$ cat config.mk
export PLATFORM = sky130hd
export DESIGN_NAME = tto_output_monitor
export DESIGN_NICKNAME = d
export VERILOG_FILES = /design/src/rtl/tto_output_monitor.sv
export SDC_FILE = /design/constraint.sdc
export NUM_CORES = 1
export LEC_CHECK = 0
export ABC_AREA = 1
export CAP_MARGIN = 20
export CORE_UTILIZATION = 55
export DETAILED_ROUTE_END_ITERATION = 8
export GPL_TIMING_DRIVEN = 0
export PLACE_DENSITY = 0.81
export SLEW_MARGIN = 20
export SYNTH_ARGS = -nofsm -noshare
export SYNTH_HDL_FRONTEND = slang
export SYNTH_SLANG_ARGS = --single-unit
$ cat constraint.sdc
create_clock -name CLK -period 2 [get_ports CLK]
set_input_delay 0.4 -clock CLK [delete_from_list [all_inputs] [get_ports CLK]]
set_output_delay 0.4 -clock CLK [all_outputs]
set_load 0.02 [all_outputs]
$ cat src/rtl/tto_output_monitor.sv
// -----------------------------------------------------------------------------
// tto_output_monitor
//
// Board-side readback path for the TinyTapeout DUT. The DUT output bus is
// sampled once per divided DUT clock period (on the clk_dut falling edge, mid
// DUT cycle). Samples are buffered in a small circular FIFO and streamed to the
// host as 8N1 UART frames, LSB first.
//
// Parameters:
//   CLKS_PER_BIT    CLK cycles per UART bit (2..65535)
//   FIFO_DEPTH_LOG2 log2 of the FIFO depth
//   CHANGE_ONLY     1: enqueue only samples that differ from the last enqueued
//                   0: enqueue every sample
//
// Ports:
//   CLK       board clock, all logic on posedge
//   rst       asynchronous active-high reset
//   clk_dut   divided DUT clock, generated in the CLK domain
//   dut_out   DUT output bus
//   tx        UART transmit, idle high (registered)
//   busy      FIFO non-empty or frame in progress (registered)
//   overflow  sticky, a wanted sample was dropped because the FIFO was full
// -----------------------------------------------------------------------------
module tto_output_monitor #(
    parameter int unsigned CLKS_PER_BIT    = 104,
    parameter int unsigned FIFO_DEPTH_LOG2 = 2,
    parameter bit          CHANGE_ONLY     = 1'b1
) (
    input  logic       CLK,
    input  logic       rst,
    input  logic       clk_dut,
    input  logic [7:0] dut_out,
    output logic       tx,
    output logic       busy,
    output logic       overflow
);

    localparam int unsigned DEPTH = 1 << FIFO_DEPTH_LOG2;
    localparam int unsigned PW    = FIFO_DEPTH_LOG2;
    localparam int unsigned CW    = FIFO_DEPTH_LOG2 + 1;
    localparam int unsigned BW    = 16;

    localparam logic [BW-1:0] BAUD_LAST = BW'(CLKS_PER_BIT - 1);
    localparam logic [CW-1:0] FULL_CNT  = CW'(DEPTH);
    localparam logic [2:0]    LAST_BIT  = 3'd7;

    typedef enum logic [1:0] {
        S_IDLE  = 2'd0,
        S_START = 2'd1,
        S_DATA  = 2'd2,
        S_STOP  = 2'd3
    } state_t;

    // ---------------------------------------------------------------------
    // Registers
    // ---------------------------------------------------------------------
    logic          clk_dut_q;
    logic [7:0]    last_val;
    logic          last_valid;

    logic [7:0]    mem [DEPTH];
    logic [PW-1:0] rd_ptr;
    logic [PW-1:0] wr_ptr;
    logic [CW-1:0] count;

    state_t        state;
    logic [BW-1:0] baud;
    logic [2:0]    bit_idx;
    logic [7:0]    sh;

    // ---------------------------------------------------------------------
    // Next-state / control signals
    // ---------------------------------------------------------------------
    logic          sample_stb;
    logic          want;
    logic          full;
    logic          pop;
    logic          push;
    logic          drop;

    logic [CW-1:0] count_d;
    state_t        state_d;
    logic [BW-1:0] baud_d;
    logic [2:0]    bit_idx_d;
    logic [7:0]    sh_d;
    logic          tx_d;
    logic          busy_d;

    // clk_dut falling edge: DUT outputs are settled half a DUT cycle after rise
    assign sample_stb = ~clk_dut & clk_dut_q;

    // Enqueue decision and FIFO handshake
    always_comb begin
        want = 1'b0;
        full = 1'b0;
        pop  = 1'b0;
        push = 1'b0;
        drop = 1'b0;

        full = (count == FULL_CNT);
        pop  = (state == S_IDLE) && (count != '0);
        if (sample_stb) begin
            want = !CHANGE_ONLY || !last_valid || (dut_out != last_val);
        end
        // A full FIFO still accepts if the head leaves on the same edge
        push = want && (!full || pop);
        drop = want && !push;
    end

    // FIFO occupancy
    always_comb begin
        count_d = count;
        unique case ({push, pop})
            2'b10:   count_d = count + CW'(1);
            2'b01:   count_d = count - CW'(1);
            default: count_d = count;
        endcase
    end

    // UART transmitter: next state, baud/bit counters, shift register
    always_comb begin
        state_d   = state;
        baud_d    = baud;
        bit_idx_d = bit_idx;
        sh_d      = sh;

        unique case (state)
            S_IDLE: begin
                if (pop) begin
                    state_d = S_START;
                    baud_d  = '0;
                    sh_d    = mem[rd_ptr];
                end
            end
            S_START: begin
                if (baud == BAUD_LAST) begin
                    state_d   = S_DATA;
                    baud_d    = '0;
                    bit_idx_d = '0;
                end else begin
                    baud_d = baud + BW'(1);
                end
            end
            S_DATA: begin
                if (baud == BAUD_LAST) begin
                    baud_d = '0;
                    sh_d   = {1'b0, sh[7:1]};
                    if (bit_idx == LAST_BIT) begin
                        state_d = S_STOP;
                    end else begin
                        bit_idx_d = bit_idx + 3'd1;
                    end
                end else begin
                    baud_d = baud + BW'(1);
                end
            end
            S_STOP: begin
                if (baud == BAUD_LAST) begin
                    state_d = S_IDLE;
                    baud_d  = '0;
                end else begin
                    baud_d = baud + BW'(1);
                end
            end
            default: begin
                state_d = S_IDLE;
                baud_d  = '0;
            end
        endcase
    end

    // Line level and busy are derived from next-state values so the ports are
    // plain flops that line up exactly with the state they describe
    always_comb begin
        tx_d = 1'b1;
        unique case (state_d)
            S_START: tx_d = 1'b0;
            S_DATA:  tx_d = sh_d[0];
            default: tx_d = 1'b1;
        endcase
        busy_d = (state_d != S_IDLE) || (count_d != '0);
    end

    // ---------------------------------------------------------------------
    // Sequential
    // ---------------------------------------------------------------------

    // Sampler and change-detect history
    always_ff @(posedge CLK or posedge rst) begin
        if (rst) begin
            clk_dut_q  <= 1'b0;
            last_val   <= '0;
            last_valid <= 1'b0;
            overflow   <= 1'b0;
        end else begin
            clk_dut_q <= clk_dut;
            if (push) begin
                last_val   <= dut_out;
                last_valid <= 1'b1;
            end
            // last_val is left alone on a drop so a still-different value retries
            if (drop) begin
                overflow <= 1'b1;
            end
        end
    end

    // FIFO storage, no reset needed: only entries below count are ever read
    always_ff @(posedge CLK) begin
        if (push) begin
            mem[wr_ptr] <= dut_out;
        end
    end

    // FIFO pointers and occupancy, pointers wrap naturally at the depth
    always_ff @(posedge CLK or posedge rst) begin
        if (rst) begin
            rd_ptr <= '0;
            wr_ptr <= '0;
            count  <= '0;
        end else begin
            if (push) begin
                wr_ptr <= wr_ptr + PW'(1);
            end
            if (pop) begin
                rd_ptr <= rd_ptr + PW'(1);
            end
            count <= count_d;
        end
    end

    // UART state register and outputs
    always_ff @(posedge CLK or posedge rst) begin
        if (rst) begin
            state   <= S_IDLE;
            baud    <= '0;
            bit_idx <= '0;
            sh      <= '0;
            tx      <= 1'b1;
            busy    <= 1'b0;
        end else begin
            state   <= state_d;
            baud    <= baud_d;
            bit_idx <= bit_idx_d;
            sh      <= sh_d;
            tx      <= tx_d;
            busy    <= busy_d;
        end
    end

endmodule

### Word-level counts from Yosys, hierarchy flattened

Memory sizes are Yosys's and may differ from the RTL's.
Index checks and enable logic that the tools add are counted.

* flip-flop bits (word level): 49
* memory bits (writable): 32
* input port bits: 11
* output and inout port bits: 3
* word-level logic and storage cells: 77
* memories kept: 1

Memory list
* mem: words 4, bits a word 8, rd ports 1, clocked after memory_dff 0, wr ports 1, RTL line 61 `logic [7:0] mem [DEPTH];`

* add/sub/neg operators: 6
* equal/unequal tests: 15
* mux-type cells: 21
* bitwise operators: 2
* reductions and logical operators: 18

Operators with widths (number)
* 16-bit 2-to-1 mux: 2
* 16-bit one-hot mux with 2 select lines: 1
* 16-bit by 1-bit adder with 16-bit output, second input constant: 1
* 16-bit by 7-bit == test with 1-bit output, second input constant: 1
* 8-bit 2-to-1 mux: 2
* 8-bit one-hot mux with 2 select lines: 1
* 3-bit one-hot mux with 2 select lines: 2
* 2-bit 2-to-1 mux: 5
* 3-bit 2-to-1 mux: 3
* 2-bit == test, second input constant: 4
* 2-bit != test, second input constant: 4
* 8-bit != test: 1
* 2-bit one-hot mux with 4 select lines: 1
* 3-bit by 1-bit adder with 3-bit output, second input constant: 2
* 2-bit by 1-bit == test with 1-bit output, second input constant: 3
* 3-bit == test, second input constant: 2
* 2-bit nonzero test: 3
* 3-bit nonzero test: 2
* 2-bit by 1-bit adder with 2-bit output, second input constant: 2
* 4-bit AND reduction: 1
* 1-bit logical AND: 3
* 1-bit logical NOT: 3
* 1-bit logical OR: 3
* 1-bit 2-to-1 mux: 3
* 7 further kinds: 7

### Logic depth before layout (Yosys ltp)

Gate-level depths: netlist of the first run.

* depth after elaboration: 8
* depth in mapped cells: 17
* gate-level depth less buffers: 17

### Worst setup path after synthesis of the first run

No wires, ideal clock.

* kind: flip-flop to flip-flop
* start: register state[0]
* end: memory mem[0][0] (enable)
* library setup time: 371 ps
* data arrival time: 1536 ps
* path slack: 93 ps
* cell stages (with the launch flop): 7
* path buffers: 1
* cells stage by stage: dfrtp_1 nor2_4 nand2_1 nand2_1 nand3_2 buf_2 nor2_1

* longest elaborated chain between the ends: 6

RTL lines
* from (decl): RTL line 66 `state_t state;`
* from (signal assigned): RTL line 242 `state <= state_d;`
* 2-bit logical NOT: RTL line 101 `pop = (state == S_IDLE) && (count != '0);`
* 1-bit logical AND: RTL line 101
* 1-bit logical OR: RTL line 106 `push = want && (!full || pop);`
* 1-bit logical AND: RTL line 106
* 1-bit 2-to-1 mux: RTL line 210 `if (push) begin`
* 1-bit 2-to-1 mux (not written as such): RTL line 211 `mem[wr_ptr] <= dut_out;`
* to (decl): RTL line 61

No other way between the ends.

### Worst setup path in the final report of the first run

* start: input port dut_out[3]
* end: register busy

* longest elaborated chain between the ends: 8
* elaborated cells on any way between the ends: 9
* classes of those cells: 3 x eq/ne; 2 x mux; 4 x reduce/logical

RTL lines
* from (decl): RTL line 32 `input logic [7:0] dut_out,`
* 8-bit != test *: RTL line 103 `want = !CHANGE_ONLY || !last_valid || (dut_out != last_val);`
* 1-bit logical OR *: RTL line 103
* 1-bit 2-to-1 mux *: RTL line 102 `if (sample_stb) begin`
* 1-bit logical AND *: RTL line 106
* 2-bit by 1-bit == test with 1-bit output / 2-bit == test (equally long branches): RTL line 113 `unique case ({push, pop})`
* 3-bit one-hot mux with 2 select lines *: RTL line 113
* 3-bit nonzero test *: RTL line 181 `busy_d = (state_d != S_IDLE) || (count_d != '0);`
* 1-bit logical OR *: RTL line 181
* via busy_d: RTL line 87 `logic busy_d;`
* to (signal assigned): RTL line 247 `busy <= busy_d;`
* to (decl): RTL line 34 `output logic busy,`

Mark *: on every way through the listed nets, which the timed path passes. The rest lies on a longest branch.
A chain may end at the register's enable or synchronous reset.

==> results of run 1 <==
==> layout by cell type, fill, tap and decap left out, types with 5 or more instances in the layout <==
| cell type | netlist | layout |
|---|---|---|
| nand3_2 | 3 | 6 |
| nand2_2 | 6 | 8 |
| ha_1 | 7 | 7 |
| nor2_4 | 2 | 6 |
| clkdlybuf4s50_1 | 0 | 5 |
| o21ai_1 | 5 | 5 |
| inv_2 | 2 | 6 |
| nor2_1 | 29 | 24 |
| xor2_1 | 9 | 9 |
| nand4_1 | 9 | 9 |
| nand3_1 | 18 | 15 |
| inv_1 | 56 | 52 |
| a21oi_1 | 23 | 23 |
| nand2_1 | 92 | 89 |
| dfrtp_1 | 48 | 47 |
| o21ai_0 | 21 | 21 |
| dlygate4sd2_1 | 0 | 7 |
| buf_4 | 1 | 8 |
| clkbuf_8 | 0 | 9 |
| edfxtp_1 | 32 | 32 |
| a221o_1 | 7 | 7 |
| nor2_2 | 4 | 5 |
==> report_power, final <==
part / internal [uW] / total, uW / switching [uW]
clock network: 448 / 1050 / 604
logic: 272 / 727 / 455
registers: 1940 / 2050 / 118
==> area by class of cell <==
cell class	instances	area share (%)
plain buffers	8	1.04
clock inverters	7	1.07
clock buffers	9	2.78
inverters	60	5.05
repair buffers	22	4.80
multi-input cells	263	33.5
well taps	96	2.69
flip-flops and latches	81	49.1
==> path summary, 6_finish.rpt <==
path	end	slack (ps)
worst min register to register	last_valid$_DFFE_PP0P_	470
worst min-delay path	count[2]$_DFF_PP0_	380
worst max-delay path	busy$_DFF_PP0_	40
max in group asynchronous	tx$_DFF_PP1_	1050
worst max register to register	busy$_DFF_PP0_	50
min in group CLK	last_valid$_DFFE_PP0P_	470
==> worst max-delay path: cells and delay by family <==
family,cells,cell delay [ps]
buffers and inverters,4,480
AND/OR/NAND/NOR,11,880
adder cells (fa/ha/maj),1,410
==> cell families after synthesis <==
logic type / Yosys count
XOR/XNOR: 9
AO/OA/AOI/OAI: 75
buffers and inverters: 68
flip-flops: 81
AND/OR/NAND/NOR: 171
adder cells (fa/ha/maj): 8
==> per-stage QoR <==
step,std cells,hold slack [ps]
after floorplan,412,422
after global placement,521,439
after detailed placement,522,453
after CTS,543,381
after global routing,546,410
final,546,376
==> state kept, by name, summed over array words and instances, names as in the netlist <==
name	cells
baud	16
bit_idx	3
busy	1
clk_dut_q	1
count	3
last_val	8
last_valid	1
mem	32
overflow	1
rd_ptr	2
sh	8
state	2
tx	1
wr_ptr	2
==> cells in the mapped netlist (2+ instances only) <==
library cell,n
a21oi_1,23
a221o_1,7
buf_2,5
clkbuf_1,2
clkinv_1,2
dfrtp_1,48
edfxtp_1,32
ha_1,7
inv_1,56
inv_2,2
nand2_1,92
nand2_2,6
nand3_1,18
nand3_2,3
nand4_1,9
nor2_1,29
nor2_2,4
nor2_4,2
nor3_2,2
nor4_1,2
o211ai_1,3
o21ai_0,21
o21ai_1,5
o221ai_1,4
o22ai_1,3
o31ai_1,3
xor2_1,9
==> timing repair <==
| item | in CTS | in global routing |
|---|---|---|
| pin swaps | 3 | 2 |
| setup endpoints to repair | 35 | 35 |
| gates resized for setup | 21 | 10 |
| setup buffers | 5 | 3 |
==> metal layers <==
layer,vias to the layer above,GRT usage (%)
met5,-,0
met4,0,9.70
met3,13,5.49
met2,55,38.8
met1,1429,31.7
li1,1458,-
==> out/qor.yml, run 1 <==
seqCellArea_um2: 2190
tightest_slew_ps: 536
finalPower_uw: 3830
p_per_area_nw_per_um2: 859
synth.cell_area_um2: 3890
syn_to_final_growth_pct: 14.7
wl_met3_um: 269
wl_met1_um: 3620
synth_nets: 431
root_buffer: "clkbuf_8"
avgSynthCellArea_um2: 9.43
yosys_warnings: 0
grt_max_degree: 30
dieWidth_um: 86.1
clock_sinks: 81
path_class: "primary input to flip-flop"
ant_nets: 0
hold_violations: 0
ir_drop_mv: 0.696
worstPathRequired_ps: 2240
place_congestion: 0.832
clk_path_buf_depth: 2
ctsHoldBuffers: 0
drive_gt1_share_pct: 15.3
multiInputGateArea_um2: 1490
relSlewSlack_pct: 63.9
hold_class: "primary input to asynchronous set/reset pin"
reg2reg_depth: 11
core-area_um2: 6790
synth_xor_area_share_pct: 2.03
yosysTopAreaCell: "dfrtp_1"
postLayoutCellArea_um2: 4460
synth_top_family_by_area: "simple AND/OR/NAND/NOR gates"
cts_inserted_buffers: 9
synthAdderAreaFrac_pct: 2.77
place_area_um2: 4160
rsz0062_at_grt: "true"
clkTransAtPathRegs_ps: 90
insertion_delay_ps: 350
dp_hpwl_um: 5490
synth_edf_count: 32
cts_tree: "done"
p_leak_uw: 0.00190
fin_worst_skew_ps: 11.6
nFillCells: 507
wl_met2_um: 4150
synthMuxAreaShare_pct: 0
syn-instance-count: 412
synth_compound_area_share_pct: 12.0
htreeDepth: 3
setup_violations: 0
tns_ps: 0
vias: 2955
die_area_um2: 7410
via_per_inst: 5.41
endpoint_kind: "flip-flop"
top_layer: "met4"
totalWireLength_um: 8170
synth_ff_type: "dfrtp_1"
fin_crit_sh_pct: 97.8
crit_arrival_ps: 2200
drv_cap: 0
wl_per_cell_um: 15.0
antenna_found_initial: 0
ys_seq_elements: 81
synthDistinctLibCells: 40
cp_common_cell: "nand2_1"
drc: 0
overflow: 0
drt_first_iter_violations: 197
slowest_delay_ps: 410
yosysTopAreaCellShare_pct: 30.9
num_rows: 30
period_needed_ps: 1960
critical-path-slowest-cell: "fa_1"
worst_slack_ps: 44.1
initial_core_util_pct: 57.2
crit_chain: "clkdlybuf4s15_1 -> inv_1 -> nand2_1 -> nand2_1 -> inv_1 -> nand2_1 -> nor2_1 -> nand3_2 -> nand2_2 -> nand2_4 -> inv_2 -> fa_1 -> nand3_2 -> nand3_2 -> nor2_1 -> nand2_1"
cp-start-kind: "primary input"
maxSlewViolCount: 0
place_ws_ps: -939
portBuffers: 13
fmax_mhz: 511
grt_usage_pct: 24.1
synth-simple-area-share_pct: 20.1
nets: 464
io_pins: 14
crit_start: "dut_out[3]"
status: "complete, no violations"
synth_async_sr_flop_share_pct: 60.5
grt_pass1_wl_um: 13600
die_h_um: 86.1
final_util_pct: 65.6
seq_area_frac_synth_pct: 56.3
ys_top_cells_by_area: "dfrtp_1, edfxtp_1, nand2_1"
r2r_start: "last_val[4]$_DFFE_PP0P_"
path_max_fanout: 6
drtPass1Iterations: 4
grt_pass1_vias: 2904
diodes: 0
Power figures use the tool's default switching activity.
==> run 2: changes to the inputs <==
RECOVER_POWER = 50   (was default)
SLEW_MARGIN = 40   (was 20)
==> out/qor.yml, run 2 (synthesis gave the netlist of run 1 again) <==
fin_worst_skew_ps: 12.1  # was 11.6 ps
layout_common_cells: "nand2_1, inv_1, dfrtp_1, edfxtp_1, a21oi_1"  # was nand2_1, inv_1, dfrtp_1, edfxtp_1, nor2_1
hold_violations: 0  # unchanged
dieWidth_um: 86.1  # unchanged
status: "complete, no violations"  # unchanged
crit_arrival_ps: 2250  # was 2200 ps
maxSlewViolCount: 0  # unchanged
cts_inserted_buffers: 9  # unchanged
via_per_inst: 5.49  # was 5.41
dp_hpwl_um: 5490  # about the same
totalWireLength_um: 8050  # was 8170 um
place_ws_ps: -933  # was -939 ps
die_area_um2: 7410  # unchanged
portBuffers: 13  # unchanged
core-area_um2: 6790  # unchanged
ctsHoldBuffers: 0  # unchanged
diodes: 0  # unchanged
initial_core_util_pct: 57.2  # unchanged
htreeDepth: 3  # unchanged
p_per_area_nw_per_um2: 866  # was 859 nW/um2
drtPass1Iterations: 6  # was 4
fmax_mhz: 501  # was 511 MHz
grt_max_degree: 30  # unchanged
place_congestion: 0.832  # unchanged
ant_nets: 0  # unchanged
drc: 0  # unchanged
regMostFlops: "mem"  # unchanged
num_rows: 30  # unchanged
io_pins: 14  # unchanged
fin_crit_sh_pct: 99.9  # was 97.8%
relSlewSlack_pct: 38.5  # was 63.9%
worstPathRequired_ps: 2250  # was 2240 ps
root_buffer: "clkbuf_8"  # unchanged
drt_first_iter_violations: 190  # was 197
hold_class: "flip-flop to flip-flop"  # was primary input to asynchronous set/reset pin
path_class: "flip-flop to flip-flop"  # was primary input to flip-flop
syn_to_final_growth_pct: 14.5  # was 14.7%
setup_violations: 0  # unchanged
vias: 2992  # was 2,955
rsz0062_at_grt: "true"  # unchanged
endpoint_kind: "flip-flop"  # unchanged
p_leak_uw: 0.00189  # was 0.00190 uW
period_needed_ps: 2000  # was 1960 ps
drv_cap: 0  # unchanged
insertion_delay_ps: 350  # about the same
worst_slack_ps: 2.23  # was 44.1 ps
largestRegisters: "mem (32), baud (16)"  # unchanged
path_max_fanout: 6  # unchanged
cts_tree: "done"  # unchanged
antenna_found_initial: 0  # unchanged
ir_drop_mv: 0.688  # was 0.696 mV
clkTransAtPathRegs_ps: 90  # about the same
die_h_um: 86.1  # unchanged
tightest_slew_ps: 917  # was 536 ps
final_common_cell: "nand2_1"  # unchanged
clk_path_buf_depth: 2  # unchanged
cp-start-kind: "flip-flop"  # was primary input
grt_pass1_vias: 2932  # was 2,904
largest_reg_flops: 32  # unchanged
wl_per_cell_um: 14.8  # was 15.0 um
finalPower_uw: 3850  # was 3830 uW
grt_usage_pct: 23.7  # was 24.1%
overflow: 0  # unchanged
clock_sinks: 81  # unchanged
nets: 463  # was 464
drive_gt1_share_pct: 15.6  # was 15.3%
grt_pass1_wl_um: 13600  # about the same
tns_ps: 0  # unchanged
[run 2: critical path: stages, from the launching register on]
cell	delay (ps)
dfrtp_1	480
nor2_4	210
nand2_2	120
inv_1	190
nand2_4	80
inv_2	50
fa_1	420
nand3_2	120
nand3_2	70
nor2_1	90
nand2_1	50
[run 2: metrics by stage]
step	hold WS (ps)	utilization, %	cell area, um2	cells
global route	500	65.5	4450	545
CTS	351	64.9	4410	543
floorplan	422	-	3890	412
global placement	439	60.9	4140	521
detailed placement	446	61.2	4160	522
finish	463	65.5	4450	545
[run 2: cell type report]
cell class | count | area (um2)
buffer | 8 | 46.3
clock buffer | 9 | 124
clock inverter | 7 | 47.5
fill | 515 | 2350
inverter | 60 | 226
multi-input combinational | 263 | 1500
sequential | 81 | 2190
tap | 96 | 120
timing repair buffer | 21 | 194
[run 2: report_power, final]
part,internal (uW),switching [uW],total [uW]
sequential,1940,109,2040
clock,448,604,1050
combinational,279,475,754
total,2660,1190,3850
[run 2: path summary, 6_finish.rpt]
path,from,endpoint,slack [ps],depth (start not counted)
worst max register to register,state[0]$_DFF_PP0_,busy$_DFF_PP0_,2,10
worst max-delay path,state[0]$_DFF_PP0_,busy$_DFF_PP0_,2,10
worst min-delay path,last_valid$_DFFE_PP0P_,last_valid$_DFFE_PP0P_,460,2
worst min register to register,last_valid$_DFFE_PP0P_,last_valid$_DFFE_PP0P_,460,2
max in group asynchronous,rst,tx$_DFF_PP1_,400,3
min in group asynchronous,rst,count[2]$_DFF_PP0_,640,2
[run 2: timing repair]
action | CTS | global route
pin swaps | 4 | 2
gates resized for setup | 20 | 13
endpoints found under the setup margin | 35 | 35
buffers inserted | 5 | 2
endpoints found under the hold margin | 0 | 0
[run 2: per-layer routing]
layer  vias to the layer above  track usage (%)  share of wire [%]
li1                       1457                -                  -
met1                      1442             32.6                 44
met2                        80             37.4                 50
met3                        13             5.10                4.7
met4                         0             8.48                1.4
met5                         -                0                  0
